[config.mk]
export PLATFORM = sky130hd
export DESIGN_NAME = chain_readout_mux
export DESIGN_NICKNAME = d
export VERILOG_FILES = /design/src/rtl/replica_pkg.sv /design/src/rtl/chain_readout_mux_wrap_counter.sv /design/src/rtl/chain_readout_mux.sv
export SDC_FILE = /design/constraint.sdc
export NUM_CORES = 1
export LEC_CHECK = 0
export CAP_MARGIN = 10
export CORE_ASPECT_RATIO = 1.1
export CORE_MARGIN = 1
export CORE_UTILIZATION = 23
export DETAILED_ROUTE_END_ITERATION = 10
export HOLD_SLACK_MARGIN = 0.08
export PLACE_DENSITY = 0.8
export SLEW_MARGIN = 5
export SYNTH_ARGS = -nofsm -noshare
export SYNTH_HDL_FRONTEND = slang
export SYNTH_SLANG_ARGS = --single-unit
[constraint.sdc]
create_clock -name clk -period 1.7 [get_ports clk]
set_input_delay 0.17 -clock clk [delete_from_list [all_inputs] [get_ports clk]]
set_output_delay 0.17 -clock clk [all_outputs]
set_load 0.01 [all_outputs]
[src/rtl/replica_pkg.sv]
// Shared types for the replica array readout path.
//   replica_data_t  : one ordering word from a chain tail
//   total_data_t    : one distance word from a chain tail
//   readout_state_t : sweep state of chain_readout_mux
//   cnt_width()     : counter width for a modulus, never below one bit
package replica_pkg;

  localparam int unsigned replica_data_w = 16;
  localparam int unsigned total_data_w   = 32;

  typedef logic [replica_data_w-1:0] replica_data_t;
  typedef logic [total_data_w-1:0]   total_data_t;

  localparam int unsigned ord_beats_default = 4;

  typedef enum logic [1:0] {
    IDLE   = 2'd0,
    ACTIVE = 2'd1,
    DONE   = 2'd2
  } readout_state_t;

  function automatic int unsigned cnt_width(input int unsigned n);
    return (n > 1) ? $clog2(n) : 1;
  endfunction

endpackage

[src/rtl/chain_readout_mux_wrap_counter.sv]
// wrap_counter: modulo counter with synchronous clear, used for the readout
// beat/chain/replica counters and the distance select.
//   clk, reset : clock, synchronous active-high reset (loads reset_value)
//   inc        : advance one step (up, or down when down=1)
//   clear      : synchronous return to reset_value, wins over inc
//   value      : current count
//   wrap       : high in the cycle an inc moves the count past its last value
//                (modulus-1 counting up, 0 counting down); feeds the next
//                counter's inc when cascaded
module wrap_counter
  import replica_pkg::*;
#(
  parameter int unsigned modulus     = 2,
  parameter int unsigned reset_value = 0,
  parameter bit          down        = 1'b0,
  parameter int unsigned width       = cnt_width(modulus)
) (
  input  logic             clk,
  input  logic             reset,
  input  logic             inc,
  input  logic             clear,
  output logic [width-1:0] value,
  output logic             wrap
);

  localparam logic [width-1:0] top_val  = width'(modulus - 1);
  localparam logic [width-1:0] last_val = down ? '0 : top_val;
  localparam logic [width-1:0] rst_val  = width'(reset_value);
  localparam logic [width-1:0] one_val  = width'(1);

  logic [width-1:0] value_q;
  logic [width-1:0] value_d;

  always_comb begin
    wrap    = inc && !clear && (value_q == last_val);
    value_d = value_q;
    if (clear) begin
      value_d = rst_val;
    end else if (inc) begin
      // A modulus of 1 makes last_val 0, so the count is pinned at 0 and
      // every inc wraps straight through to the next stage.
      if (wrap) value_d = down ? top_val : '0;
      else      value_d = down ? (value_q - one_val) : (value_q + one_val);
    end
  end

  always_ff @(posedge clk) begin
    if (reset) value_q <= rst_val;
    else       value_q <= value_d;
  end

  assign value = value_q;

endmodule

[src/rtl/chain_readout_mux.sv]
// chain_readout_mux: sequences host readout across the chain tails of the
// replica array and multiplexes ordering and distance words onto the bus path.
//   clk, reset          : clock, synchronous active-high reset
//   rd_clear            : synchronous sweep restart (also clears rd_err)
//   ordering_read       : one ordering beat consumed
//   chain_ord_valid/data: per-chain tail ordering valid and data
//   ordering_out_valid/data : selected chain (combinational or registered)
//   distance_shift      : one distance word consumed
//   chain_dis_data      : per-chain tail distance
//   distance_rdata      : selected distance (combinational on dsel)
//   rd_chain            : current ordering chain index
//   rd_done             : one-cycle pulse after the last read of a sweep
//   rd_err              : sticky, read taken while the selected chain was invalid
//   dbg_state/beat/rep/dsel_wrap : internal state for observation
//
// Handshake: ordering_read and distance_shift are consume strobes with no
// back-pressure. Any cycle with the strobe high and rd_clear low is one
// accepted event; the strobes are independent of each other, and rd_clear in
// the same cycle drops them.
module chain_readout_mux
  import replica_pkg::*;
#(
  parameter int unsigned replica_num = 32,
  parameter int unsigned chain_num   = 2,
  parameter int unsigned ord_beats   = ord_beats_default,
  parameter bit          out_reg     = 1'b0,
  localparam int unsigned chain_w    = cnt_width(chain_num),
  localparam int unsigned beat_w     = cnt_width(ord_beats),
  localparam int unsigned rep_w      = cnt_width(replica_num)
) (
  input  logic                 clk,
  input  logic                 reset,
  input  logic                 rd_clear,
  input  logic                 ordering_read,
  input  logic [chain_num-1:0] chain_ord_valid,
  input  replica_data_t        chain_ord_data [chain_num],
  output logic                 ordering_out_valid,
  output replica_data_t        ordering_out_data,
  input  logic                 distance_shift,
  input  total_data_t          chain_dis_data [chain_num],
  output total_data_t          distance_rdata,
  output logic [chain_w-1:0]   rd_chain,
  output logic                 rd_done,
  output logic                 rd_err,
  output readout_state_t       dbg_state,
  output logic [beat_w-1:0]    dbg_beat,
  output logic [rep_w-1:0]     dbg_rep,
  output logic                 dbg_dsel_wrap
);

  logic               read_acc;
  logic               shift_acc;
  logic               beat_wrap;
  logic               chain_wrap;
  logic               sweep_end;
  logic [chain_w-1:0] chain_idx;
  logic [chain_w-1:0] dsel_idx;
  logic               sel_valid;
  replica_data_t      sel_data;

  assign read_acc  = ordering_read  && !rd_clear;
  assign shift_acc = distance_shift && !rd_clear;

  // beat -> chain -> rep cascade; the rep wrap marks the last read of a sweep.
  wrap_counter #(.modulus(ord_beats), .reset_value(0), .down(1'b0), .width(beat_w)) u_beat (
    .clk(clk), .reset(reset), .inc(read_acc), .clear(rd_clear),
    .value(dbg_beat), .wrap(beat_wrap)
  );

  wrap_counter #(.modulus(chain_num), .reset_value(0), .down(1'b0), .width(chain_w)) u_chain (
    .clk(clk), .reset(reset), .inc(beat_wrap), .clear(rd_clear),
    .value(chain_idx), .wrap(chain_wrap)
  );

  wrap_counter #(.modulus(replica_num), .reset_value(0), .down(1'b0), .width(rep_w)) u_rep (
    .clk(clk), .reset(reset), .inc(chain_wrap), .clear(rd_clear),
    .value(dbg_rep), .wrap(sweep_end)
  );

  // Distance words come out highest chain first (tw before or for two chains).
  wrap_counter #(.modulus(chain_num), .reset_value(chain_num - 1), .down(1'b1), .width(chain_w)) u_dsel (
    .clk(clk), .reset(reset), .inc(shift_acc), .clear(rd_clear),
    .value(dsel_idx), .wrap(dbg_dsel_wrap)
  );

  // Sweep FSM: state register / next state / outputs.
  readout_state_t state_q;
  readout_state_t state_d;

  always_ff @(posedge clk) begin
    if (reset) state_q <= IDLE;
    else       state_q <= state_d;
  end

  always_comb begin
    state_d = state_q;
    if (rd_clear) begin
      state_d = IDLE;
    end else begin
      case (state_q)
        IDLE:    if (read_acc) state_d = sweep_end ? DONE : ACTIVE;
        ACTIVE:  if (sweep_end) state_d = DONE;
        // A read arriving in DONE opens the next sweep without an IDLE gap.
        DONE:    state_d = read_acc ? (sweep_end ? DONE : ACTIVE) : IDLE;
        default: state_d = IDLE;
      endcase
    end
  end

  always_comb begin
    rd_done   = (state_q == DONE);
    dbg_state = state_q;
  end

  // Sticky underflow flag.
  logic err_q;
  logic err_d;

  always_comb begin
    err_d = err_q;
    if (rd_clear)                    err_d = 1'b0;
    else if (read_acc && !sel_valid) err_d = 1'b1;
  end

  always_ff @(posedge clk) begin
    if (reset) err_q <= 1'b0;
    else       err_q <= err_d;
  end

  assign rd_err   = err_q;
  assign rd_chain = chain_idx;

  // Muxes on the registered selects.
  assign sel_valid      = chain_ord_valid[chain_idx];
  assign sel_data       = chain_ord_data[chain_idx];
  assign distance_rdata = chain_dis_data[dsel_idx];

  generate
    if (out_reg) begin : g_out_reg
      logic          out_valid_q;
      logic          out_valid_d;
      replica_data_t out_data_q;
      replica_data_t out_data_d;

      always_comb begin
        out_valid_d = sel_valid;
        out_data_d  = sel_data;
      end

      always_ff @(posedge clk) begin
        if (reset) begin
          out_valid_q <= 1'b0;
          out_data_q  <= '0;
        end else begin
          out_valid_q <= out_valid_d;
          out_data_q  <= out_data_d;
        end
      end

      assign ordering_out_valid = out_valid_q;
      assign ordering_out_data  = out_data_q;
    end else begin : g_out_comb
      assign ordering_out_valid = sel_valid;
      assign ordering_out_data  = sel_data;
    end
  endgenerate

endmodule
# Word level (Yosys, flattened, before mapping)
# Cells that the tools add are included.
# word_totals
regBits,12
inputBits,103
elab_cells,55
output_inout_bits,62
# classes
n_bitwise,3
magnitude_cmp,3
eq_ne,6
mux,17
addsub,4
reduce_logical,16
# ops
operator,n
32-bit 2-to-1 mux,3
16-bit 2-to-1 mux,3
1-bit logical AND,11
2-bit 2-to-1 mux,5
2-bit one-hot mux with 3 select lines,1
5-bit by 1-bit adder with 5-bit output (second input constant),1
5-bit equality test (second input constant),1
5-bit 2-to-1 mux,1
2-bit equality test (second input constant),2
2-bit greater-or-equal comparator (second input constant),2
1-bit 2-to-1 mux,4
2-bit inequality test (second input constant),2
1-bit NOT with 2-bit output,2
2-bit by 1-bit adder with 2-bit output (second input constant),1
2-bit by 1-bit equality test with 1-bit output (second input constant),1
1-bit logical NOT,2
2-bit logical NOT,1
1-bit by 2-bit less-than comparator with 1-bit output (second input constant),1
2-bit AND reduction,1
2-bit OR reduction,1
1-bit adder (second input constant),1
1-bit NOT,1
1-bit subtractor (second input constant),1

# Logic depth before layout (Yosys ltp)
# Gate-level depths: netlist of the first run.
# depth
depth_word,11
ltp_mapped,6
mapped_depth_nobuf,6

# Modules after synthesis
# Synthesis of the first run repeated with hierarchy kept, for this count alone.
# hier_totals
hier_cells,112
hier_area_um2,1239.9
# modules_own_cells
module,n_inst,cells_each,seq_area_each_um2,area_per_inst_um2
chain_readout_mux,1,69,60.1,794.5
wrap_counter (u_rep),1,25,100.1,252.7
wrap_counter (u_beat),1,9,40.0,103.8
wrap_counter (u_chain),1,5,20.0,46.3
wrap_counter (u_dsel),1,4,20.0,42.5

# Worst setup path before layout of the first run
# Ideal clock, no wire load.
# synth_timing
kind,flip-flop to flip-flop
startpoint,register u_rep.value_q[0] (netlist: u_rep.value[0])
endpoint,register u_rep.value_q[0] (netlist: u_rep.value[0])
setup_time_ps,133
n_path_buf,0
stages_incl_launch_ff,7
synth_period_minus_slack_ps,1472
path_slack_ps,228
t_required_ps,1567
arrival_time_ps,1340
cell_sequence,dfxtp_1 -> ha_1 -> and3_1 -> ha_1 -> nand2_1 -> o21ai_0 -> nor2_1
# synth_via
elab_chain_len,3
elab_cells_between_ends,4
cone_classes,add/sub: 1; eq/ne: 1; mux: 1; reduce/logical: 1
# synth_lines
element,line,rtl
from (decl),chain_readout_mux_wrap_counter.sv:31,logic [width-1:0] value_q;
from (signal assigned),chain_readout_mux_wrap_counter.sv:48,if (reset) value_q <= rst_val;
from (signal assigned),chain_readout_mux_wrap_counter.sv:49,else value_q <= value_d;
"parallel branches: the longest is 2 deep, another holds 5-bit by 1-bit adder with 5-bit output",n/a,
5-bit 2-to-1 mux *,chain_readout_mux_wrap_counter.sv:42,if (wrap) value_d = down ? top_val : '0;
# Mark *: on every way between the ends.
# A chain may end at the register's enable or synchronous reset.

# Worst setup path after layout of the first run
# layout_timing
startpoint,register u_chain.value_q (netlist: u_chain.value)
endpoint,output ordering_out_data[4]
# layout_via
elab_chain_len,4
# layout_lines
element,line,rtl
from (decl),chain_readout_mux_wrap_counter.sv:31,
from (signal assigned),chain_readout_mux_wrap_counter.sv:48,
from (signal assigned),chain_readout_mux_wrap_counter.sv:49,
1-bit NOT with 2-bit output (not written as such),chain_readout_mux.sv:135,assign sel_data = chain_ord_data[chain_idx];
16-bit 2-to-1 mux (not written as such) (3 in a row),chain_readout_mux.sv:135,
to (decl),chain_readout_mux.sv:38,"output replica_data_t ordering_out_data,"
# Every way passes these cells. The select of a mux whose other input is x is not followed.

==> flow_metrics.tcl, run 1 <==
set metrics [dict create \
    status "complete, no violations" \
    diodes 0 \
    drc_errors 0 \
    grt.busiest_layer "met2" \
    grtUsageMet2_pct 29.74 \
    place_area_sq_mm 0.002854 \
    r2r_slack_ns 0.27 \
    grt.overflow.total 0 \
    finalCritPeriodShare_pct 97.67 \
    critPathSlowestCell "dfxtp_2" \
    antenna_found_initial 0 \
    synthCells 110 \
    final.setup.tns_ns 0 \
    cts_setup_buffers 0 \
    worst-path-buf-inv 2 \
    ir_drop_mv 0.3460 \
    ctsHoldBuffers 0 \
    clock-root-buffer "clkbuf_8" \
    area_growth_pct 160.2 \
    syn_area_sq_mm 0.001109 \
    max_stage_delay_ns 0.35 \
    pre_cts_ws_ns 0.1108 \
    initial_core_util_pct 23.83 \
    numCtsBuffers 3 \
    totalWireLength_mm 4.899 \
    crit_type "flip-flop to output port" \
    synth_fp_nets 216 \
    drv_cap 0 \
    fin_worst_skew_ns 0.002136 \
    hp-class "flip-flop to flip-flop" \
    leakage_nw 1.240 \
    io_pins 165 \
    final_nets 385 \
    cts.htree.levels 1 \
    yosysWarnings 0 \
    slew_violations 0 \
    ys_async_sr_fraction_pct 0 \
    timing.final.ws_setup_ns 0.03962 \
    synthFlopType "dfxtp_1" \
    chipWidth_um 68.20 \
    antenna_left 0 \
    critPathLaunchType "flip-flop" \
    clk_latency_ns 0.24 \
    clkSlewWorstSetupHoldPaths_ns 0.05 \
    use_met1_pct 19.64 \
    gp_congestion 0.7022 \
    synth_seq_cells 12 \
    slew_headroom_pct 79.26 \
    grt_pass1_wl_mm 6.389 \
    cpLargestDelayFamily "buffers and inverters" \
    tritoncts "yes" \
    io_buffers 164 \
    via_per_inst 4.464 \
    drt_iter0_markers 28 \
    stdcell_area_sq_mm 0.002884 \
    dr.pass1.iters 4 \
    worst_setup_path_end_kind "output port" \
    synth_edf_count 0 \
    hold_violations 0 \
    arrival_ns 1.49 \
    syn_avg_cell_area_sq_um 10.08 \
    rsz0062_at_grt "false" \
    num_rows 26 \
    clock_sinks 12 \
    yosysSeqAreaShare_pct 21.67 \
    clk_path_buf_depth 2 \
    first_global_vias 1329 \
    grt_max_degree 35 \
    die_y_um 74.82 \
    wire_per_inst_um 14.67 \
    fmax_mhz 602.3 \
    path_max_fanout 10 \
    period_needed_ns 1.660 \
    core_sq_mm 0.004652 \
    power.density_mw_per_mm2 390.0 \
    dp_hpwl_mm 4.159 \
    via_count 1491 \
    cp_data_required_time_ns 1.53 \
    tightestPinTransition_ns 0.3032 \
    fp.dieArea_sq_mm 0.005102 \
    setup_viol 0 \
    track_usage_pct 16.75 \
    final_layout_size_suffix_gt1_share_pct 23.02 \
    met3_usage_pct 5.455 \
    crit_chain "bufbuf_16 -> mux2_2 -> dlygate4sd2_1" \
    synth.distinct_cells 23 \
]
==> routing by layer <==
layer  part of all wire (%)  vias to the layer above
li1                       -                      736
met1                     38                      669
met4                   0.37                        0
met3                     12                        2
met5                      0                        -
met2                     50                       84
==> power by group <==
group	leakage (nW)	switching [mW]	internal [mW]	total (mW)
clock network	0.0288	0.107	0.205	0.312
registers	0.0978	0.00403	0.286	0.290
logic	1.11	0.155	0.368	0.523
==> area by class of cell <==
class | instances | area, sq um
Clock buffer | 4 | 55.05
Tap cell | 56 | 70.07
Fill cell | 422 | 1768
Multi-Input combinational cell | 89 | 828.3
Timing Repair Buffer | 170 | 1678
Inverter | 3 | 11.26
Sequential cell | 12 | 241.5
==> worst paths after layout <==
check | end | start | depth (start not counted)
setup reg to reg | u_rep.value[3] | u_rep.value[0] | 7
setup / recovery | ordering_out_data[4] | u_chain.value | 3
hold reg to reg | rd_err | rd_err | 1
hold / removal | rd_err | rd_err | 1
==> registers in the layout (all words and copies together) (netlist names) <==
name           cells
u_rep.value        5
dbg_state          2
u_beat.value       2
rd_err             1
u_chain.value      1
u_dsel.value       1
==> what timing repair did <==
item,CTS,global route
resized for setup,51,5
gates cloned,1,0
endpoints found under the setup margin,49,4
hold endpoints to repair,0,0
==> through the flow <==
| stage | hold WS, ns | instances | utilization [%] | power, mW |
|---|---|---|---|---|
| detailed placement | 0.4572 | 329 | 61.35 | 0.8814 |
| floorplan | 0.2759 | 110 | - | 0.4626 |
| global route | 0.4957 | 334 | 62.00 | 1.186 |
| CTS | 0.4723 | 334 | 61.97 | 1.137 |
| finish | 0.4708 | 334 | 62.00 | 1.125 |
| global placement | 0.4495 | 329 | 61.35 | 0.8731 |
==> synth_stat cells, types with 2 or more instances <==
library cell	count	area, sq um
buf_2	5	25.02
dfxtp_1	12	240.2
xor2_1	2	17.52
nand2_1	3	11.26
inv_1	3	11.26
or3_1	2	12.51
mux2i_1	3	30.03
nor2_1	9	33.78
ha_1	3	37.54
nor3b_1	2	15.01
o21ai_0	3	15.01
mux2_2	50	563.0
a21oi_1	3	15.01
==> cells in the final DEF, fill, tap and decap left out, types with 2 or more instances in the layout <==
master           count
clkdlybuf4s50_1    114
mux2_2              50
dlygate4sd2_1       45
dfxtp_1             11
nor2_1               9
clkbuf_8             4
o21ai_0              3
nand2_1              3
a21oi_1              3
inv_1                3
mux2i_1              3
ha_1                 3
clkdlybuf4s15_1      3
buf_4                3
nor3b_1              2
or3_1                2
xor2_1               2
buf_12               2
==> kinds of logic after synthesis <==
family | share of synthesized area [%]
adders and majority gates | 3.386
DFF | 21.67
and+or+nand+nor | 11.29
buffers and inverters | 3.611
xor gates and xnor gates | 2.371
muxes | 53.50
AOI/OAI and AO/OA | 4.176
No activity file was read; power rests on OpenSTA's default activity.
==> inputs of run 2 (changes only) <==
Settings changed: CORE_UTILIZATION 23 to 25, PLACE_DENSITY 0.8 to 0.86.
Clock period 1.7 ns to 2 ns, I/O delays scaled along.
==> flow_metrics.tcl, run 2 (synthesized netlist as in run 1, its figures left out) <==
set metrics [dict create \
    multi_input_area_sq_um 828.3 \
    critPathLaunchType "flip-flop" \
    timing.final.ws_setup_ns 0.1397 \
    tritoncts "yes" \
    met3_usage_pct 4.618 \
    rsz0062_at_grt "false" \
    clk_latency_ns 0.24 \
    via_per_inst 4.506 \
    final_cells 330 \
    path_max_fanout 24 \
    hold_violations 0 \
    via_count 1487 \
    total_power_mw 1.008 \
    crit_chain "buf_12 -> mux2_2 -> clkdlybuf4s50_1" \
    fmax_mhz 537.6 \
    layout_commonest_cell "clkdlybuf4s50_1" \
    critPathSlowestCell "clkdlybuf4s50_1" \
    cts.htree.levels 1 \
    nFillCells 358 \
    cts_resized 0 \
    status "complete, no violations" \
    chipWidth_um 65.49 \
    setup_viol 0 \
    io_pins 165 \
    dpl.cell_count 326 \
    ir_drop_mv 0.4625 \
    drc_errors 0 \
    wire_per_inst_um 14.90 \
    drv_cap 0 \
    period_needed_ns 1.860 \
    arrival_ns 1.66 \
    track_usage_pct 19.80 \
    drt_iter0_markers 21 \
    grt_max_degree 25 \
    diodes 0 \
    clkSlewWorstSetupHoldPaths_ns 0.06 \
    fin_worst_skew_ns 0.002742 \
    totalWireLength_mm 4.917 \
    num_rows 25 \
    initial_core_util_pct 25.87 \
    slew_violations 0 \
    r2r_slack_ns 0.55 \
    largest_reg_flops 5 \
    hp-class "flip-flop to flip-flop" \
    slew_headroom_pct 79.74 \
    power.density_mw_per_mm2 347.5 \
    gp_congestion 0.7137 \
    tightestPinTransition_ns 0.2962 \
    ctsHoldBuffers 0 \
    stdcell_area_sq_mm 0.002900 \
    worst-path-buf-inv 2 \
    first_global_vias 1467 \
    grt.overflow.total 0 \
    area_growth_pct 161.6 \
    seq_area_sq_um 241.5 \
    clock-root-buffer "clkbuf_8" \
    io_buffers 164 \
    leakage_nw 1.139 \
    cp_data_required_time_ns 1.80 \
    final_cell_mix "clkdlybuf4s50_1 (164), mux2_2 (50), dfxtp_1 (11), nor2_1 (9), clkbuf_8 (4)" \
    use_met1_pct 21.39 \
    numCtsBuffers 3 \
    core_sq_mm 0.004285 \
    dp_hpwl_mm 4.154 \
    worst_setup_path_end_kind "output port" \
    final_nets 383 \
    clk_path_buf_depth 2 \
    crit_type "flip-flop to output port" \
    final_layout_size_suffix_gt1_share_pct 22.10 \
    place_area_sq_mm 0.002844 \
    clock_sinks 12 \
    antenna_left 0 \
    cts_setup_buffers 0 \
    pre_cts_ws_ns 0.2916 \
    die_y_um 71.84 \
    antenna_found_initial 0 \
    max_stage_delay_ns 0.49 \
    grt_pass1_wl_mm 7.176 \
    fp.dieArea_sq_mm 0.004705 \
    final.setup.tns_ns 0 \
    grt.busiest_layer "met2" \
    cpLargestDelayFamily "buffers and inverters" \
    grtUsageMet2_pct 38.14 \
    finalCritPeriodShare_pct 93.01 \
    dr.pass1.iters 4 \
]
-- run 2: cell count changes in the layout (fill, tap and decap cells not counted), sizes merged --
cell / delta
dlymetal6s2s: -1
bufbuf: -1
clkdlybuf4s50: +50
dlygate4sd2: -45
buf: -1
clkdlybuf4s15: -3
clkbuf: -1
-- run 2: path summary, 6_finish.rpt --
kind	depth (start not counted)	startpoint	endpoint
setup / recovery	3	u_dsel.value	distance_rdata[22]
hold / removal	1	rd_err	rd_err
hold reg to reg	1	rd_err	rd_err
setup reg to reg	7	u_rep.value[0]	u_rep.value[2]
-- run 2: final cells by class --
type	count	area share (%)
clock buffers	4	1.898
multi-input cells	89	28.56
flip-flops and latches	12	8.326
well taps	54	2.330
repair buffers	168	58.50
inverters	3	0.3883
-- run 2: stage by stage --
| step | hold WS, ns | utilization [%] |
|---|---|---|
| floorplan | 0.3059 | - |
| CTS | 0.4755 | 67.65 |
| detailed placement | 0.4620 | 66.37 |
| global placement | 0.4482 | 66.37 |
| global route | 0.5003 | 67.68 |
| finish | 0.4684 | 67.68 |
-- run 2: power by group --
group	switching, mW	total, mW	internal (mW)
clock network	0.0947	0.269	0.174
logic	0.132	0.492	0.360
registers	0.00368	0.247	0.243
-- run 2: metal layers --
layer / vias to the layer above / share of wire, %
met5: - / 0
met4: 0 / 0.69
met3: 4 / 8.1
met2: 67 / 54
met1: 681 / 37
li1: 735 / -
-- run 2: worst register-to-register path, cell delays in order (launching register included) --
cell	delay, ns
dfxtp_1	0.40
ha_1	0.19
and3_1	0.16
ha_1	0.17
nand2_1	0.05
o21ai_0	0.15
buf_4	0.16
a21oi_1	0.05
